--- src/rtl/uart_tx_arbiter.sv ---
// Round-robin arbiter that feeds bytes from NUM_REQ requesters to a single UART transmitter.
// Bursts lock the owner until a byte marked last completes; a watchdog releases stuck owners.
module uart_tx_arbiter #(
    parameter int unsigned NUM_REQ      = 4,
    parameter int unsigned TIMEOUT_CLKS = 4096
) (
    input  logic                 clk,
    input  logic                 reset_n,
    input  logic [NUM_REQ-1:0]   i_req,
    input  logic [8*NUM_REQ-1:0] i_data,
    input  logic [NUM_REQ-1:0]   i_last,
    output logic [NUM_REQ-1:0]   o_ack,
    output logic [NUM_REQ-1:0]   o_grant,
    output logic                 o_Tx_Ready,
    output logic [7:0]           o_Tx_Byte,
    input  logic                 i_Tx_Active,
    input  logic                 i_Tx_Done,
    output logic                 o_timeout
);

    localparam int unsigned IdxW = $clog2(NUM_REQ);
    localparam int unsigned WdW  = $clog2(TIMEOUT_CLKS);
    localparam logic [WdW-1:0]  WdLimit = WdW'(TIMEOUT_CLKS - 1);
    localparam logic [IdxW-1:0] LastIdx = IdxW'(NUM_REQ - 1);

    typedef enum logic [1:0] {
        StIdle,
        StSend,
        StWaitDone,
        StHold
    } state_t;

    state_t              state_q, state_d;
    logic [IdxW-1:0]     last_winner_q, last_winner_d;
    logic                last_q, last_d;
    logic [WdW-1:0]      wd_q, wd_d;
    logic [NUM_REQ-1:0]  ack_q, ack_d;
    logic [NUM_REQ-1:0]  grant_q, grant_d;
    logic                tx_ready_q, tx_ready_d;
    logic [7:0]          tx_byte_q, tx_byte_d;
    logic                timeout_q, timeout_d;

    logic                rr_found;
    logic [IdxW-1:0]     rr_idx;
    logic                load;
    logic [IdxW-1:0]     load_idx;
    logic [NUM_REQ-1:0]  load_oh;

    // Requester index offs+1 places after base, wrapping at NUM_REQ.
    function automatic logic [IdxW-1:0] rr_index(input logic [IdxW-1:0] base,
                                                 input int unsigned offs);
        int unsigned sum;
        sum = 32'(base) + offs + 32'd1;
        if (sum >= NUM_REQ) begin
            sum = sum - NUM_REQ;
        end
        return IdxW'(sum);
    endfunction

    always_comb begin
        rr_found = 1'b0;
        rr_idx   = '0;
        for (int unsigned i = 0; i < NUM_REQ; i++) begin
            if (!rr_found && i_req[rr_index(last_winner_q, i)]) begin
                rr_found = 1'b1;
                rr_idx   = rr_index(last_winner_q, i);
            end
        end
    end

    always_comb begin
        state_d       = state_q;
        last_winner_d = last_winner_q;
        last_d        = last_q;
        wd_d          = wd_q;
        ack_d         = '0;
        grant_d       = grant_q;
        tx_ready_d    = 1'b0;
        tx_byte_d     = tx_byte_q;
        timeout_d     = 1'b0;
        load          = 1'b0;
        load_idx      = rr_idx;
        load_oh       = '0;

        unique case (state_q)
            StIdle: begin
                if (rr_found && !i_Tx_Active) begin
                    load     = 1'b1;
                    load_idx = rr_idx;
                end
            end
            StSend: begin
                state_d = StWaitDone;
            end
            StWaitDone: begin
                // A completing frame beats a simultaneous watchdog expiry.
                if (i_Tx_Done) begin
                    if (last_q) begin
                        state_d = StIdle;
                        grant_d = '0;
                    end else begin
                        state_d = StHold;
                    end
                end else if (wd_q == WdLimit) begin
                    timeout_d = 1'b1;
                    grant_d   = '0;
                    state_d   = StIdle;
                end
            end
            StHold: begin
                if (i_req[last_winner_q] && !i_Tx_Active) begin
                    load     = 1'b1;
                    load_idx = last_winner_q;
                end else if (wd_q == WdLimit) begin
                    timeout_d = 1'b1;
                    grant_d   = '0;
                    state_d   = StIdle;
                end
            end
            default: begin
                state_d = StIdle;
            end
        endcase

        if (load) begin
            load_oh[load_idx] = 1'b1;
            state_d       = StSend;
            last_winner_d = load_idx;
            last_d        = i_last[load_idx];
            tx_byte_d     = i_data[8*load_idx +: 8];
            grant_d       = load_oh;
            ack_d         = load_oh;
            tx_ready_d    = 1'b1;
        end

        if (state_d != state_q) begin
            wd_d = '0;
        end else if ((state_q == StWaitDone || state_q == StHold) && wd_q != WdLimit) begin
            wd_d = wd_q + WdW'(1);
        end
    end

    always_ff @(posedge clk) begin
        if (!reset_n) begin
            state_q       <= StIdle;
            last_winner_q <= LastIdx;
            last_q        <= 1'b1;
            wd_q          <= '0;
            ack_q         <= '0;
            grant_q       <= '0;
            tx_ready_q    <= 1'b0;
            tx_byte_q     <= 8'h00;
            timeout_q     <= 1'b0;
        end else begin
            state_q       <= state_d;
            last_winner_q <= last_winner_d;
            last_q        <= last_d;
            wd_q          <= wd_d;
            ack_q         <= ack_d;
            grant_q       <= grant_d;
            tx_ready_q    <= tx_ready_d;
            tx_byte_q     <= tx_byte_d;
            timeout_q     <= timeout_d;
        end
    end

    assign o_ack      = ack_q;
    assign o_grant    = grant_q;
    assign o_Tx_Ready = tx_ready_q;
    assign o_Tx_Byte  = tx_byte_q;
    assign o_timeout  = timeout_q;

endmodule

--- config.mk ---
export PLATFORM = sky130hd
export DESIGN_NAME = uart_tx_arbiter
export DESIGN_NICKNAME = d
export VERILOG_FILES = /design/src/rtl/uart_tx_arbiter.sv
export SDC_FILE = /design/constraint.sdc
export NUM_CORES = 1
export LEC_CHECK = 0
export BUFFER_PORTS_ARGS = -buffer_cell sky130_fd_sc_hd__clkbuf_2
export CAP_MARGIN = 5
export CELL_PAD_IN_SITES_DETAIL_PLACEMENT = 0
export CELL_PAD_IN_SITES_GLOBAL_PLACEMENT = 1
export CORE_MARGIN = 5
export CORE_UTILIZATION = 41
export CTS_CLUSTER_SIZE = 12
export DETAILED_ROUTE_END_ITERATION = 10
export PLACE_DENSITY = 0.92
export SETUP_SLACK_MARGIN = 0.3
export SYNTH_ARGS = -nofsm -noshare
export SYNTH_HDL_FRONTEND = slang
export SYNTH_SLANG_ARGS = --single-unit
--- constraint.sdc ---
create_clock -name clk -period 3.83 [get_ports clk]
set_clock_uncertainty 0.1 [all_clocks]
set_input_delay 0.5745 -clock clk [delete_from_list [all_inputs] [get_ports clk]]
set_output_delay 0.5745 -clock clk [all_outputs]
set_load 0.05 [all_outputs]
==> implementation parameters <==
Parameter                              Value

STA
  Portion of the clock cycle consumed by the worst path in the final layout    70.3%
  Final max-slew violation count    0
  RSZ-0062 raised after global routing    no
  Highest achievable clock rate    371 MHz
  Min Tclk post-route    2.69 ns
  Slew at the pin closest to its max-slew limit    0.730 ns
  Setup violators final    0
  Setup TNS    0 ns
  Max_slew headroom    51.2%
  Final Hold Fails    0

Pwr
  Leak    0.00103 µW
  Peak supply drop    0.347 mV
  Cell area power density    717 nW/µm²
  Overall power after layout    1820 µW

Critical path
  Critical path's largest stage delay    0.61 ns
  Library cell appearing most often on the critical path    sky130_fd_sc_hd__mux4_2
  Kind of capture point of the worst setup path    flop
  Cell family with the largest share of critical-path delay    multiplexers
  Reg-to-reg slack, setup    1.14 ns
  Type of the worst setup path    reg -> reg
  Reg-to-reg critical path endpoint    last_q
  Arrival time at the worst endpoint    2.77 ns
  Crit-path slowest cell    sky130_fd_sc_hd__mux4_2
  Data required time of the critical path    3.91 ns
  Startpoint Class    flop
  Worst reg2reg path depth    6
  Crit-path cells    mux4_2 -> nand2_1 -> a31oi_1 -> o21ai_2 -> mux4_2 -> a21o_1
  Worst-path maximum fanout    10
  Reg-to-reg startpoint    last_winner_q[0]
  Number of buffer and inverter instances along the worst setup path    0

Routing
  DRT Wirelength    5150 µm
  Average detailed-routed wire length per instance    14.6 µm
  Top routing layer in use    met4
  Remaining antenna violation count    0
  Met2 wire length    2510 µm
  # DRC    0
  Router iterations before antenna repair    4
  Vias/cell    5.37
  Total number of vias    1,897
  Routed wl met3    427 µm
  Post-Route M1 WL    2170 µm
  Number of DRC markers after the initial detailed-route iteration    82

Placement
  Port-buffer cells    61
  Estimated wirelength of the detail-placed design    3960 µm
  Routability cong.    0.816
  Area after detailed placement    2460 µm²

Clocking
  Clk sinks    35
  CTS Buffer Depth    2
  Clock latency on the worst-skew pair    0.29 ns
  Setup Fix Bufs, Post-CTS    0
  Master cell of the clock root buffer    sky130_fd_sc_hd__clkbuf_8
  Number of resized instances in the post-cts repair step    0
  Count of H-tree levels built during CTS    2
  Number of buffers inserted for hold repair after clock tree synthesis    0
  Number of buffers added by the clock tree synthesis step    5
  Clk slew on worst S/H paths    0.07 ns
  CTS tree    done

Floorplanning
  DIE WIDTH    81.8 µm
  I/O pin count    62
  Placeable core region    5040 µm²
  Die outline area    6690 µm²
  Row count    26
  Initial Utilization    41.9%
  Height of the chip    81.8 µm

Yosys
  Number of enable flip-flop cells after synthesis    0
  Synth Net Count    274
  Seq/Total Area, Yosys    33.2%
  Warnings, synthesis    0
  Number of flip-flops and latches in the synthesized netlist    35
  Largest cells by area after synthesis    sky130_fd_sc_hd__dfxtp_1 33%, sky130_fd_sc_hd__mux2i_1 9.0%, sky130_fd_sc_hd__nor4_2 5.9%
  Primary flip-flop cell chosen by synthesis mapping    sky130_fd_sc_hd__dfxtp_1
  Distinct cell type count of the synthesized netlist    49
  Synthesized instance count    224
  Proportion of netlist area held by the largest area contributor    33.2%
  Largest area contributor in the netlist    sky130_fd_sc_hd__dfxtp_1
  Count leader, synth    sky130_fd_sc_hd__dfxtp_1
  Most numerous cell types in the synthesized netlist    35 x sky130_fd_sc_hd__dfxtp_1, 19 x sky130_fd_sc_hd__mux2i_1, 17 x sky130_fd_sc_hd__nor2_1, 16 x sky130_fd_sc_hd__nand3_1
  Async set-reset flop share out of synthesis    0%
  Area of the mapped netlist    2110 µm²
  Post-Synthesis Mean Instance Area    9.43 µm²

Global route
  Global-route wire length before repair    9030 µm
  Number of global-route vias before repair    1,981
  Initial antenna violation count    0
  Pin count of the biggest net entering global routing    23
  GR Util All Layers    17.3%
  Total global routing overflow    0

Final layout
  Final Net Count    334
  Fraction of layout instances using a drive strength above 1    32.2%
  Post-layout instance area    2540 µm²
  Sequential standard cell area    701 µm²
  Synth-to-layout area growth    20.1%
  Filler cell count in the final layout    470
  Multi-input logic area    1300 µm²
  Inserted Diodes    0

Outcome
  Result of the run    completed

Hold path
  Start point of the worst hold path    o_grant[2]
  Class of the most critical hold timing path    reg -> reg
  Hold worst-path end    o_grant[2]
  Cell depth of the worst hold path    1

Job
  Max-cap viol count    0
-- layout by cell type (no fill, tap or decap), types with 2 or more instances in the layout --
cell and instances:
sky130_fd_sc_hd__nand3_1 16, sky130_fd_sc_hd__o21a_1 2, sky130_fd_sc_hd__mux2i_1 19, sky130_fd_sc_hd__a32o_1 4, sky130_fd_sc_hd__nor2b_1 3, sky130_fd_sc_hd__nor3_1 4
sky130_fd_sc_hd__nand2_1 11, sky130_fd_sc_hd__o221ai_1 8, sky130_fd_sc_hd__mux4_2 3, sky130_fd_sc_hd__a21o_1 2, sky130_fd_sc_hd__xnor2_1 7, sky130_fd_sc_hd__inv_1 11
sky130_fd_sc_hd__nand4_1 3, sky130_fd_sc_hd__dfxtp_1 35, sky130_fd_sc_hd__ha_1 6, sky130_fd_sc_hd__o21ai_0 6, sky130_fd_sc_hd__nand2b_1 5, sky130_fd_sc_hd__a21oi_1 5
sky130_fd_sc_hd__buf_4 3, sky130_fd_sc_hd__o22ai_1 2, sky130_fd_sc_hd__xor2_1 4, sky130_fd_sc_hd__and3_1 4, sky130_fd_sc_hd__clkbuf_2 61, sky130_fd_sc_hd__nor4_2 10
sky130_fd_sc_hd__nor2_1 17, sky130_fd_sc_hd__clkbuf_8 5, sky130_fd_sc_hd__a31oi_1 2, sky130_fd_sc_hd__nor4_1 4
-- worst reg2reg max path, cell delays in order (launching register included) --
cell and delay, ns:
sky130_fd_sc_hd__dfxtp_1 0.57, sky130_fd_sc_hd__mux4_2 0.61, sky130_fd_sc_hd__nand2_1 0.13, sky130_fd_sc_hd__a31oi_1 0.12
sky130_fd_sc_hd__o21ai_2 0.31, sky130_fd_sc_hd__mux4_2 0.55, sky130_fd_sc_hd__a21o_1 0.19
-- area by class of cell --
cell class                      instances  share of cell area, %
Tap cell                               70                   3.45
Clock inverter                          1                  0.296
Multi-Input combinational cell        166                   51.2
Clock buffer                            5                   2.71
Timing Repair Buffer                   64                   12.9
Sequential cell                        35                   27.6
Inverter                               12                   1.78
-- through the flow --
step	hold WS [ns]	setup slack [ns]	std cells	utilization [%]
CTS	0.381	1.12	353	50.3
global route	0.400	0.962	353	50.3
finish	0.377	1.14	353	50.3
global placement	0.360	1.06	347	48.8
floorplan	0.415	1.21	224	-
detailed placement	0.364	0.990	347	48.8
-- state kept, by name, summed over array words and instances, names as in the netlist --
| signal | flops |
|---|---|
| o_grant | 4 |
| state_q | 2 |
| o_ack | 4 |
| wd_q | 12 |
| o_Tx_Byte | 8 |
| last_winner_q | 2 |
| last_q | 1 |
| o_timeout | 1 |
| o_Tx_Ready | 1 |
-- worst max-delay path by stage --
stage                        end  cells after the start             start  slack (ns)
after floorplan           last_q                      7          i_req[3]        1.21
after global placement    last_q                      7          i_req[3]        1.06
after detailed placement  last_q                      7          i_req[3]        0.99
after CTS                 last_q                      6  last_winner_q[0]        1.12
after global routing      last_q                      6  last_winner_q[0]        0.96
final                     last_q                      6  last_winner_q[0]        1.14
-- power breakdown --
part | internal (µW) | leakage (µW) | total [µW] | switching (µW)
clock | 121 | 0.0000361 | 252 | 132
combinational | 341 | 0.000714 | 1040 | 694
sequential | 457 | 0.000284 | 531 | 74.4
total | 919 | 0.00103 | 1820 | 900
-- logic make-up (layout without fill, tap and decap cells) --
group | after synthesis | in the layout | share of synthesized area, %
adders and majority gates | 6 | 6 | 3.55
xor gates and xnor gates | 11 | 11 | 4.56
and+or+nand+nor | 83 | 83 | 23.4
muxes | 23 | 23 | 12.7
DFF | 35 | 35 | 33.2
AOI/OAI and AO/OA | 43 | 43 | 16.9
buffers and inverters | 23 | 82 | 5.63
-- metal layers --
metal | up-vias | GRT usage, %
li1 | 955 | -
met1 | 873 | 20.3
met2 | 65 | 29.4
met3 | 4 | 6.47
met4 | 0 | 5.15
met5 | - | 0
Power figures use the tool's default switching activity.
